===== config.mk =====
export PLATFORM = sky130hd
export DESIGN_NAME = if_fetch_stage
export DESIGN_NICKNAME = d
export VERILOG_FILES = /design/src/rtl/if_fetch_stage.sv
export SDC_FILE = /design/constraint.sdc
export NUM_CORES = 1
export LEC_CHECK = 0
export ABC_AREA = 1
export BUFFER_PORTS_ARGS = -buffer_cell sky130_fd_sc_hd__buf_2
export CAP_MARGIN = 20
export CORE_UTILIZATION = 54
export CTS_CLUSTER_DIAMETER = 80
export DETAILED_ROUTE_END_ITERATION = 6
export PLACE_DENSITY = 0.86
export SYNTH_ARGS = -nofsm -noshare
export SYNTH_HDL_FRONTEND = slang
export SYNTH_SLANG_ARGS = --single-unit

===== constraint.sdc =====
create_clock -name clk -period 4.6 [get_ports clk]
set_input_delay 0.46 -clock clk [delete_from_list [all_inputs] [get_ports clk]]
set_output_delay 0.46 -clock clk [all_outputs]
set_load 0.1 [all_outputs]

===== src/rtl/if_fetch_stage.sv =====
// if_fetch_stage: instruction-fetch stage and IF/ID pipeline register for the
// five-stage MIPS pipeline. Owns the PC, talks to instruction memory over a
// request/acknowledge handshake and presents {PC+4, instruction, valid} to ID.
//
// Optional feature macro: DELAY_SLOT_EN
//   defined   -> MIPS branch delay slot; a redirect never flushes IF/ID, and a
//                redirect seen while a fetch is still outstanding is parked in
//                a pending-redirect register until the slot instruction lands.
//   undefined -> no delay slot; a redirect flushes IF/ID with NOP_INSTR.

module if_fetch_stage #(
    parameter logic [31:0] RESET_PC  = 32'h0000_0000,
    parameter logic [31:0] NOP_INSTR = 32'h0000_0000
) (
    input  logic        clk,
    input  logic        rst,
    input  logic        stall_data,
    input  logic        stall_ctrl,
    input  logic        branch_taken,
    input  logic [31:0] branch_target,
    input  logic        jump,
    input  logic [31:0] jump_target,
    output logic        imem_req,
    output logic [31:0] imem_addr,
    input  logic [31:0] imem_rdata,
    input  logic        imem_ack,
    output logic [31:0] pc,
    output logic [31:0] if_id_pc4,
    output logic [31:0] if_id_instr,
    output logic        if_id_valid
);

    // FETCH: a request is outstanding for pc.
    // HOLD : the word for pc arrived during a stall and sits in hold_buf.
    typedef enum logic [0:0] {
        FETCH = 1'b0,
        HOLD  = 1'b1
    } state_t;

    state_t      state;
    state_t      state_next;

    logic [31:0] pc_next;
    logic [31:0] if_id_pc4_next;
    logic [31:0] if_id_instr_next;
    logic        if_id_valid_next;
    logic [31:0] hold_buf;
    logic [31:0] hold_buf_next;

    logic        stall;
    logic        redirect;
    logic [31:0] redirect_target;
    logic [31:0] pc_plus4;

`ifdef DELAY_SLOT_EN
    logic        pend_valid;
    logic        pend_valid_next;
    logic [31:0] pend_target;
    logic [31:0] pend_target_next;
`endif

    // Stall merge and redirect selection; a stalled ID stage cannot redirect,
    // and a branch outranks a jump if both show up together.
    always_comb begin
        stall           = stall_data | stall_ctrl;
        redirect        = (branch_taken | jump) & ~stall;
        redirect_target = (branch_taken ? branch_target : jump_target) & 32'hFFFF_FFFC;
        pc_plus4        = pc + 32'd4;
    end

    // Memory request: only while waiting for a word, and never during reset.
    always_comb begin
        imem_req  = (state == FETCH) & ~rst;
        imem_addr = {pc[31:2], 2'b00};
    end

    // Next-state and next-register logic for the fetch FSM and IF/ID.
    always_comb begin
        state_next       = state;
        pc_next          = pc;
        if_id_pc4_next   = if_id_pc4;
        if_id_instr_next = if_id_instr;
        if_id_valid_next = if_id_valid;
        hold_buf_next    = hold_buf;
`ifdef DELAY_SLOT_EN
        pend_valid_next  = pend_valid;
        pend_target_next = pend_target;
`endif

        case (state)
            FETCH: begin
                if (imem_ack) begin
                    if (stall) begin
                        hold_buf_next = imem_rdata;
                        state_next    = HOLD;
                    end else begin
`ifdef DELAY_SLOT_EN
                        if_id_pc4_next   = pc_plus4;
                        if_id_instr_next = imem_rdata;
                        if_id_valid_next = 1'b1;
                        if (pend_valid) begin
                            pc_next         = pend_target;
                            pend_valid_next = 1'b0;
                        end else if (redirect) begin
                            pc_next = redirect_target;
                        end else begin
                            pc_next = pc_plus4;
                        end
`else
                        if (redirect) begin
                            pc_next          = redirect_target;
                            if_id_pc4_next   = 32'h0000_0000;
                            if_id_instr_next = NOP_INSTR;
                            if_id_valid_next = 1'b0;
                        end else begin
                            pc_next          = pc_plus4;
                            if_id_pc4_next   = pc_plus4;
                            if_id_instr_next = imem_rdata;
                            if_id_valid_next = 1'b1;
                        end
`endif
                    end
                end else if (!stall) begin
                    if_id_valid_next = 1'b0;
                    if_id_instr_next = NOP_INSTR;
`ifdef DELAY_SLOT_EN
                    if (redirect && !pend_valid) begin
                        pend_valid_next  = 1'b1;
                        pend_target_next = redirect_target;
                    end
`else
                    if (redirect) begin
                        pc_next = redirect_target;
                    end
`endif
                end
            end

            HOLD: begin
                if (!stall) begin
                    state_next = FETCH;
`ifdef DELAY_SLOT_EN
                    if_id_pc4_next   = pc_plus4;
                    if_id_instr_next = hold_buf;
                    if_id_valid_next = 1'b1;
                    if (pend_valid) begin
                        pc_next         = pend_target;
                        pend_valid_next = 1'b0;
                    end else if (redirect) begin
                        pc_next = redirect_target;
                    end else begin
                        pc_next = pc_plus4;
                    end
`else
                    if (redirect) begin
                        pc_next          = redirect_target;
                        if_id_pc4_next   = 32'h0000_0000;
                        if_id_instr_next = NOP_INSTR;
                        if_id_valid_next = 1'b0;
                    end else begin
                        pc_next          = pc_plus4;
                        if_id_pc4_next   = pc_plus4;
                        if_id_instr_next = hold_buf;
                        if_id_valid_next = 1'b1;
                    end
`endif
                end
            end

            default: begin
                state_next = FETCH;
            end
        endcase
    end

    // State, PC, IF/ID and hold buffer registers with synchronous reset;
    // reset also drops any word or redirect that was in flight.
    always_ff @(posedge clk) begin
        if (rst) begin
            state       <= FETCH;
            pc          <= RESET_PC;
            if_id_pc4   <= 32'h0000_0000;
            if_id_instr <= NOP_INSTR;
            if_id_valid <= 1'b0;
            hold_buf    <= 32'h0000_0000;
        end else begin
            state       <= state_next;
            pc          <= pc_next;
            if_id_pc4   <= if_id_pc4_next;
            if_id_instr <= if_id_instr_next;
            if_id_valid <= if_id_valid_next;
            hold_buf    <= hold_buf_next;
        end
    end

`ifdef DELAY_SLOT_EN
    // Pending-redirect register used while the delay-slot fetch is outstanding.
    always_ff @(posedge clk) begin
        if (rst) begin
            pend_valid  <= 1'b0;
            pend_target <= 32'h0000_0000;
        end else begin
            pend_valid  <= pend_valid_next;
            pend_target <= pend_target_next;
        end
    end
`endif

endmodule


==> results.sh, run 1 <==
export IMPL_die_y_um=111
export IMPL_rrSetupSlack_ns=1.86
export IMPL_swShare_pct=31.7
export IMPL_synth_edf_count=0
export IMPL_tightest_slew_ns=0.887
export IMPL_path_delay_family="buffers and inverters"
export IMPL_finalSetupTns_ns=0
export IMPL_grt_start_max_net_pins=53
export IMPL_yosys_warnings=0
export IMPL_grt_overflow_total=0
export IMPL_p_leak_uw=0.00366
export IMPL_yosysSeqAreaShare_pct=40.6
export IMPL_drv_cap=0
export IMPL_die_area_um2=12300
export IMPL_cts_buffer_depth=2
export IMPL_fin_total_pwr_uw=3130
export IMPL_synth_cell_types=36
export IMPL_grt_pass1_vias=5978
export IMPL_layout_drive_gt1_share_pct=26.6
export IMPL_path_max_fanout=52
export IMPL_routedWlPerCell_um=14.6
export IMPL_drtIter0Drc=480
export IMPL_yosysTopAreaCell="dfxtp_1"
export IMPL_clock_skew_ns=0.00635
export IMPL_sequentialPowerShare_pct=38.7
export IMPL_cts_setup_buffers=0
export IMPL_synthCells=899
export IMPL_via_per_inst=5.40
export IMPL_comb_power_share_pct=19.0
export IMPL_area_delta_synth_final_pct=23.1
export IMPL_layout_nets=1173
export IMPL_clkTransAtPathRegs_ns=0.06
export IMPL_path_cells="buf_2 -> nor2_1 -> inv_2 -> nor2_1 -> inv_2 -> nand2_1 -> o22ai_1 -> inv_1 -> a21oi_1"
export IMPL_synth_avg_cell_area_um2=7.13
export IMPL_routabilityCongestion=0.892
export IMPL_max_stage_delay_ns=0.71
export IMPL_required_ns=4.94
export IMPL_rsz0062_at_grt="false"
export IMPL_syn_area_um2=6410
export IMPL_p_clk_share_pct=42.3
export IMPL_drcViolationCount=36
export IMPL_clk_latency_ns=0.42
export IMPL_vias=6612
export IMPL_port_buffers=226
export IMPL_htreeDepth=4
export IMPL_violations="design-rule violations"
export IMPL_worstPathArrival_ns=3.08
export IMPL_ant_nets=0
export IMPL_cts_sinks=130
export IMPL_critPathCaptureType="flip-flop"
export IMPL_ios=233
export IMPL_cts_made_buffers=17
export IMPL_crit_slowest_cell="inv_2"
export IMPL_slew_headroom_pct=40.7
export IMPL_start_util_pct=55.7
export IMPL_antenna_found_initial=0
export IMPL_finalCriticalPeriod_ns=2.74
export IMPL_cts_tree="built"
export IMPL_grt_pass1_wl_mm=28.5
export IMPL_setup_viol=0
export IMPL_synth_area_leaders="dfxtp_1, nand2_1, nor2_1"
export IMPL_core_area_um2=11500
export IMPL_dr_pass1_iters=7
export IMPL_antennaDiodeCount=0
export IMPL_period_share_pct=59.6
export IMPL_peakVddDrop_uv=259
export IMPL_p_int_uw=2140
export IMPL_cts_root_buffer="clkbuf_16"
export IMPL_finalHoldViolations=0
export IMPL_routed_wirelength_mm=17.9
export IMPL_cellPowerDensity_nw_per_um2=396
export IMPL_async_reset_ff_share_pct=0
export IMPL_max_freq_mhz=365
export IMPL_status="finished, violations left"
export IMPL_holdCritPathClass="in2reg"
export IMPL_die_x_um=111
export IMPL_ys_ff_latch=130
export IMPL_yosysMostFrequentCell="nand2_1"
export IMPL_dp_hpwl_mm=11.9
export IMPL_ys_flop_type="dfxtp_1"
export IMPL_min_from="imem_rdata[13]"
export IMPL_drv_slew=0
export IMPL_cts_resized_gates=0
export IMPL_path_class="in2reg"
export IMPL_r2r_start="state$_SDFF_PP0_"
export IMPL_worst_path_buf_inv=4
export IMPL_ys_top_cells_by_count="nand2_1, nor2_1, dfxtp_1"
export IMPL_rows=39
export IMPL_cp_startpoint="stall_ctrl"
export IMPL_start_kind="primary input"
export IMPL_power_switching_uw=992
export IMPL_netlist_area_leader_share_pct=40.6
export IMPL_holdBufCountCts=0
export IMPL_grt_usage_pct=29.2
## layer usage
layer | global-route usage [%] | share of wire (%)
met1 | 33.7 | 42
met2 | 49.9 | 49
met3 | 7.05 | 7.0
met4 | 15.4 | 2.7
met5 | 0 | 0
## power groups by stage
stage | logic (uW) | registers [uW] | clock network [uW]
after floorplan | 340 | 1380 | 0
after global placement | 584 | 1230 | 0
after detailed placement | 590 | 1230 | 0
after CTS | 593 | 1210 | 1340
after global routing | 631 | 1220 | 1380
final | 593 | 1210 | 1320
## tightest hold or removal path, stage by stage
cell and delay (ns):
buf_2 0.08, o21ai_0 0.07, nor2_1 0.07
## path summary, 6_finish.rpt
path	cells after the start	endpoint
worst max-delay path	9	pc[25]$_SDFFE_PP0P_
worst min-delay path	3	hold_buf[13]$_SDFFE_PP0P_
worst max register to register	8	pc[25]$_SDFFE_PP0P_
worst min register to register	2	hold_buf[27]$_SDFFE_PP0P_
## stage by stage
stage                     setup slack, ns  cell area [um^2]  utilization (%)  hold WS, ns  cells
after floorplan                      1.88              6420                -        0.425    900
after global placement               1.52              7310             63.5        0.432   1193
after detailed placement             1.50              7310             63.5        0.442   1193
after CTS                            1.88              7890             68.5        0.291   1224
after global routing                 1.70              7890             68.5        0.316   1224
final                                1.86              7890             68.5        0.298   1224
## layout by cell type (no fill, tap or decap), types with 3 or more instances in the layout
master	instances
buf_2	226
nand2_1	164
nor2_1	144
dfxtp_1	129
inv_1	73
a21oi_1	64
o21ai_0	58
nand3_1	37
o31a_1	18
clkbuf_16	17
o211ai_1	14
a31oi_1	13
o21a_1	13
a22oi_1	13
xor2_1	11
o22ai_1	9
o21ai_1	8
mux2_2	8
buf_4	7
inv_2	6
xnor2_1	6
clkinv_2	5
nor3_1	4
clkinv_1	3
nor2_2	3
nand4_1	3
mux2i_1	3
clkbuf_8	3
## registers in the layout, summed over array words and instances (netlist names)
name / cells
state: 1
pc: 32
if_id_instr: 32
if_id_valid: 1
if_id_pc4: 32
hold_buf: 32
## logic make-up after synthesis
family / count (synthesis) / synth area share (%)
multiplexers: 11 / 1.87
buffers and inverters: 165 / 12.1
adder cells (fa/ha/maj): 1 / 0.195
AO/OA/AOI/OAI: 212 / 19.7
other: 1 / 0.0585
AND/OR/NAND/NOR: 362 / 23.2
flip-flops: 130 / 40.6
XOR/XNOR: 17 / 2.32
## layout make-up
cell class / instances / area [um^2]
well taps: 143 / 179
inverters: 82 / 308
repair buffers: 233 / 1180
fillers: 977 / 3620
clock inverters: 10 / 109
clock buffers: 21 / 470
multi-input cells: 605 / 3040
flip-flops and latches: 130 / 2600
Note: power is estimated with default switching activity, not from simulation.
==> run 2, diff against run 1 <==
--- a/config.mk
+++ b/config.mk
@@ -8,10 +8,10 @@
 export ABC_AREA = 1
 export BUFFER_PORTS_ARGS = -buffer_cell sky130_fd_sc_hd__buf_2
 export CAP_MARGIN = 20
-export CORE_UTILIZATION = 54
+export CORE_UTILIZATION = 50
 export CTS_CLUSTER_DIAMETER = 80
 export DETAILED_ROUTE_END_ITERATION = 6
-export PLACE_DENSITY = 0.86
+export PLACE_DENSITY = 0.81
 export SYNTH_ARGS = -nofsm -noshare
 export SYNTH_HDL_FRONTEND = slang
 export SYNTH_SLANG_ARGS = --single-unit
==> constraint.sdc (replaced) <==
create_clock -name clk -period 2.8 [get_ports clk]
set_input_delay 0.28 -clock clk [delete_from_list [all_inputs] [get_ports clk]]
set_output_delay 0.28 -clock clk [all_outputs]
set_load 0.1 [all_outputs]
==> results.sh, run 2 (synthesis results as in run 1) <==
export IMPL_die_x_um=115
export IMPL_routed_wirelength_mm=17.5
export IMPL_hold_ws_ns=0.127
export IMPL_routedWlPerCell_um=13.9
export IMPL_final_util_pct=63.0
export IMPL_dr_pass1_iters=5
export IMPL_r2r_start="state$_SDFF_PP0_"
export IMPL_finalHoldViolations=0
export IMPL_cts_made_buffers=17
export IMPL_rrSetupSlack_ns=0.59
export IMPL_grt_usage_pct=26.4
export IMPL_routabilityCongestion=0.878
export IMPL_htreeDepth=4
export IMPL_path_cells="nor2_4 -> nor2_1 -> inv_2 -> nand2_1 -> o22ai_1 -> inv_1 -> a21oi_1"
export IMPL_holdCritPathClass="in2reg"
export IMPL_grt_pass1_vias=5654
export IMPL_cp_startpoint="state$_SDFF_PP0_"
export IMPL_max_freq_mhz=452
export IMPL_cts_resized_gates=0
export IMPL_dp_hpwl_mm=11.9
export IMPL_grt_overflow_total=0
export IMPL_finalSetupTns_ns=0
export IMPL_cts_root_buffer="clkbuf_16"
export IMPL_final_cell_mix="buf_2, nand2_1, nor2_1"
export IMPL_critPathCaptureType="flip-flop"
export IMPL_area_delta_synth_final_pct=23.4
export IMPL_regArea_um2=2600
export IMPL_nFillCells=1158
export IMPL_cts_sinks=130
export IMPL_rows=41
export IMPL_crit_slowest_cell="inv_2"
export IMPL_clock_skew_ns=0.00759
export IMPL_period_share_pct=79.1
export IMPL_clkTransAtPathRegs_ns=0.06
export IMPL_finalCriticalPeriod_ns=2.21
export IMPL_cts_setup_buffers=0
export IMPL_max_stage_delay_ns=0.66
export IMPL_start_kind="flip-flop"
export IMPL_holdBufCountCts=0
export IMPL_peakVddDrop_uv=443
export IMPL_path_delay_family="buffers and inverters"
export IMPL_layout_nets=1175
export IMPL_clk_latency_ns=0.42
export IMPL_drcViolationCount=0
export IMPL_worstPathArrival_ns=2.56
export IMPL_setup_viol=0
export IMPL_port_buffers=226
export IMPL_cellPowerDensity_nw_per_um2=634
export IMPL_vias=6469
export IMPL_final_common_cell="buf_2"
export IMPL_grt_pass1_wl_mm=27.3
export IMPL_multiInputGateArea_um2=3040
export IMPL_tightest_slew_ns=0.885
export IMPL_rsz0062_at_grt="false"
export IMPL_die_y_um=115
export IMPL_ios=233
export IMPL_cts_tree="built"
export IMPL_drv_cap=0
export IMPL_slew_headroom_pct=40.9
export IMPL_status="finished, final reports clean"
export IMPL_antenna_found_initial=1
export IMPL_p_leak_uw=0.00365
export IMPL_core_area_um2=12600
export IMPL_worst_path_buf_inv=2
export IMPL_ant_nets=0
export IMPL_die_area_um2=13300
export IMPL_cts_buffer_depth=2
export IMPL_layout_drive_gt1_share_pct=26.7
export IMPL_via_per_inst=5.15
export IMPL_grt_start_max_net_pins=56
export IMPL_fin_total_pwr_uw=5020
export IMPL_path_max_fanout=52
export IMPL_start_util_pct=51.0
export IMPL_min_from="imem_rdata[15]"
export IMPL_path_class="reg2reg"
export IMPL_drv_slew=0
export IMPL_drtIter0Drc=386
export IMPL_required_ns=3.14
## run 2: cell count changes in the layout (fill, tap and decap cells not counted)
cell	change
clkinv_4	-1
clkinvlp_4	+2
buf_4	+2
clkbuf_1	+2
diode_2	+1
bufinv_16	-1
clkbuf_8	-1
## run 2: power breakdown
part	total, uW	switching (uW)	internal (uW)	leakage, uW
sequential	1990	66.6	1930	0.00106
clock	2060	803	1260	0.000262
combinational	969	750	219	0.00233
## run 2: layout make-up
cell class              count  area share, %
multi-input cells         605           38.4
inverters                  82           3.89
diodes                      1         0.0316
well taps                 172           2.72
repair buffers            235           15.1
clock inverters            10           1.07
flip-flops and latches    130           32.9
clock buffers              22           5.86
## run 2: layer usage
metal	up-vias	part of all wire, %	GRT usage, %
li1	3263	-	-
met1	2914	42	32.2
met2	260	47	44.2
met3	32	8.8	8.22
met4	0	1.8	9.26
met5	-	0	0
## run 2: metrics by stage
step / cell area, um^2 / worst slack [ns] / cells
2_1_floorplan: 6420 / 0.438 / 900
5_1_grt: 7920 / 0.343 / 1256
3_5_place_dp: 7370 / 0.453 / 1224
6_report: 7920 / 0.585 / 1257
3_3_place_gp: 7370 / 0.482 / 1224
4_1_cts: 7920 / 0.565 / 1256
## run 2: path summary, 6_finish.rpt
kind	end	cells past startpoint
worst max-delay path	pc[21]$_SDFFE_PP0P_	7
worst min-delay path	hold_buf[15]$_SDFFE_PP0P_	3
worst max register to register	pc[21]$_SDFFE_PP0P_	7
worst min register to register	hold_buf[24]$_SDFFE_PP0P_	2
## run 2: tightest hold or removal path: stages
cell,delay [ns]
buf_2,0.08
o21ai_0,0.07
nor2_1,0.07
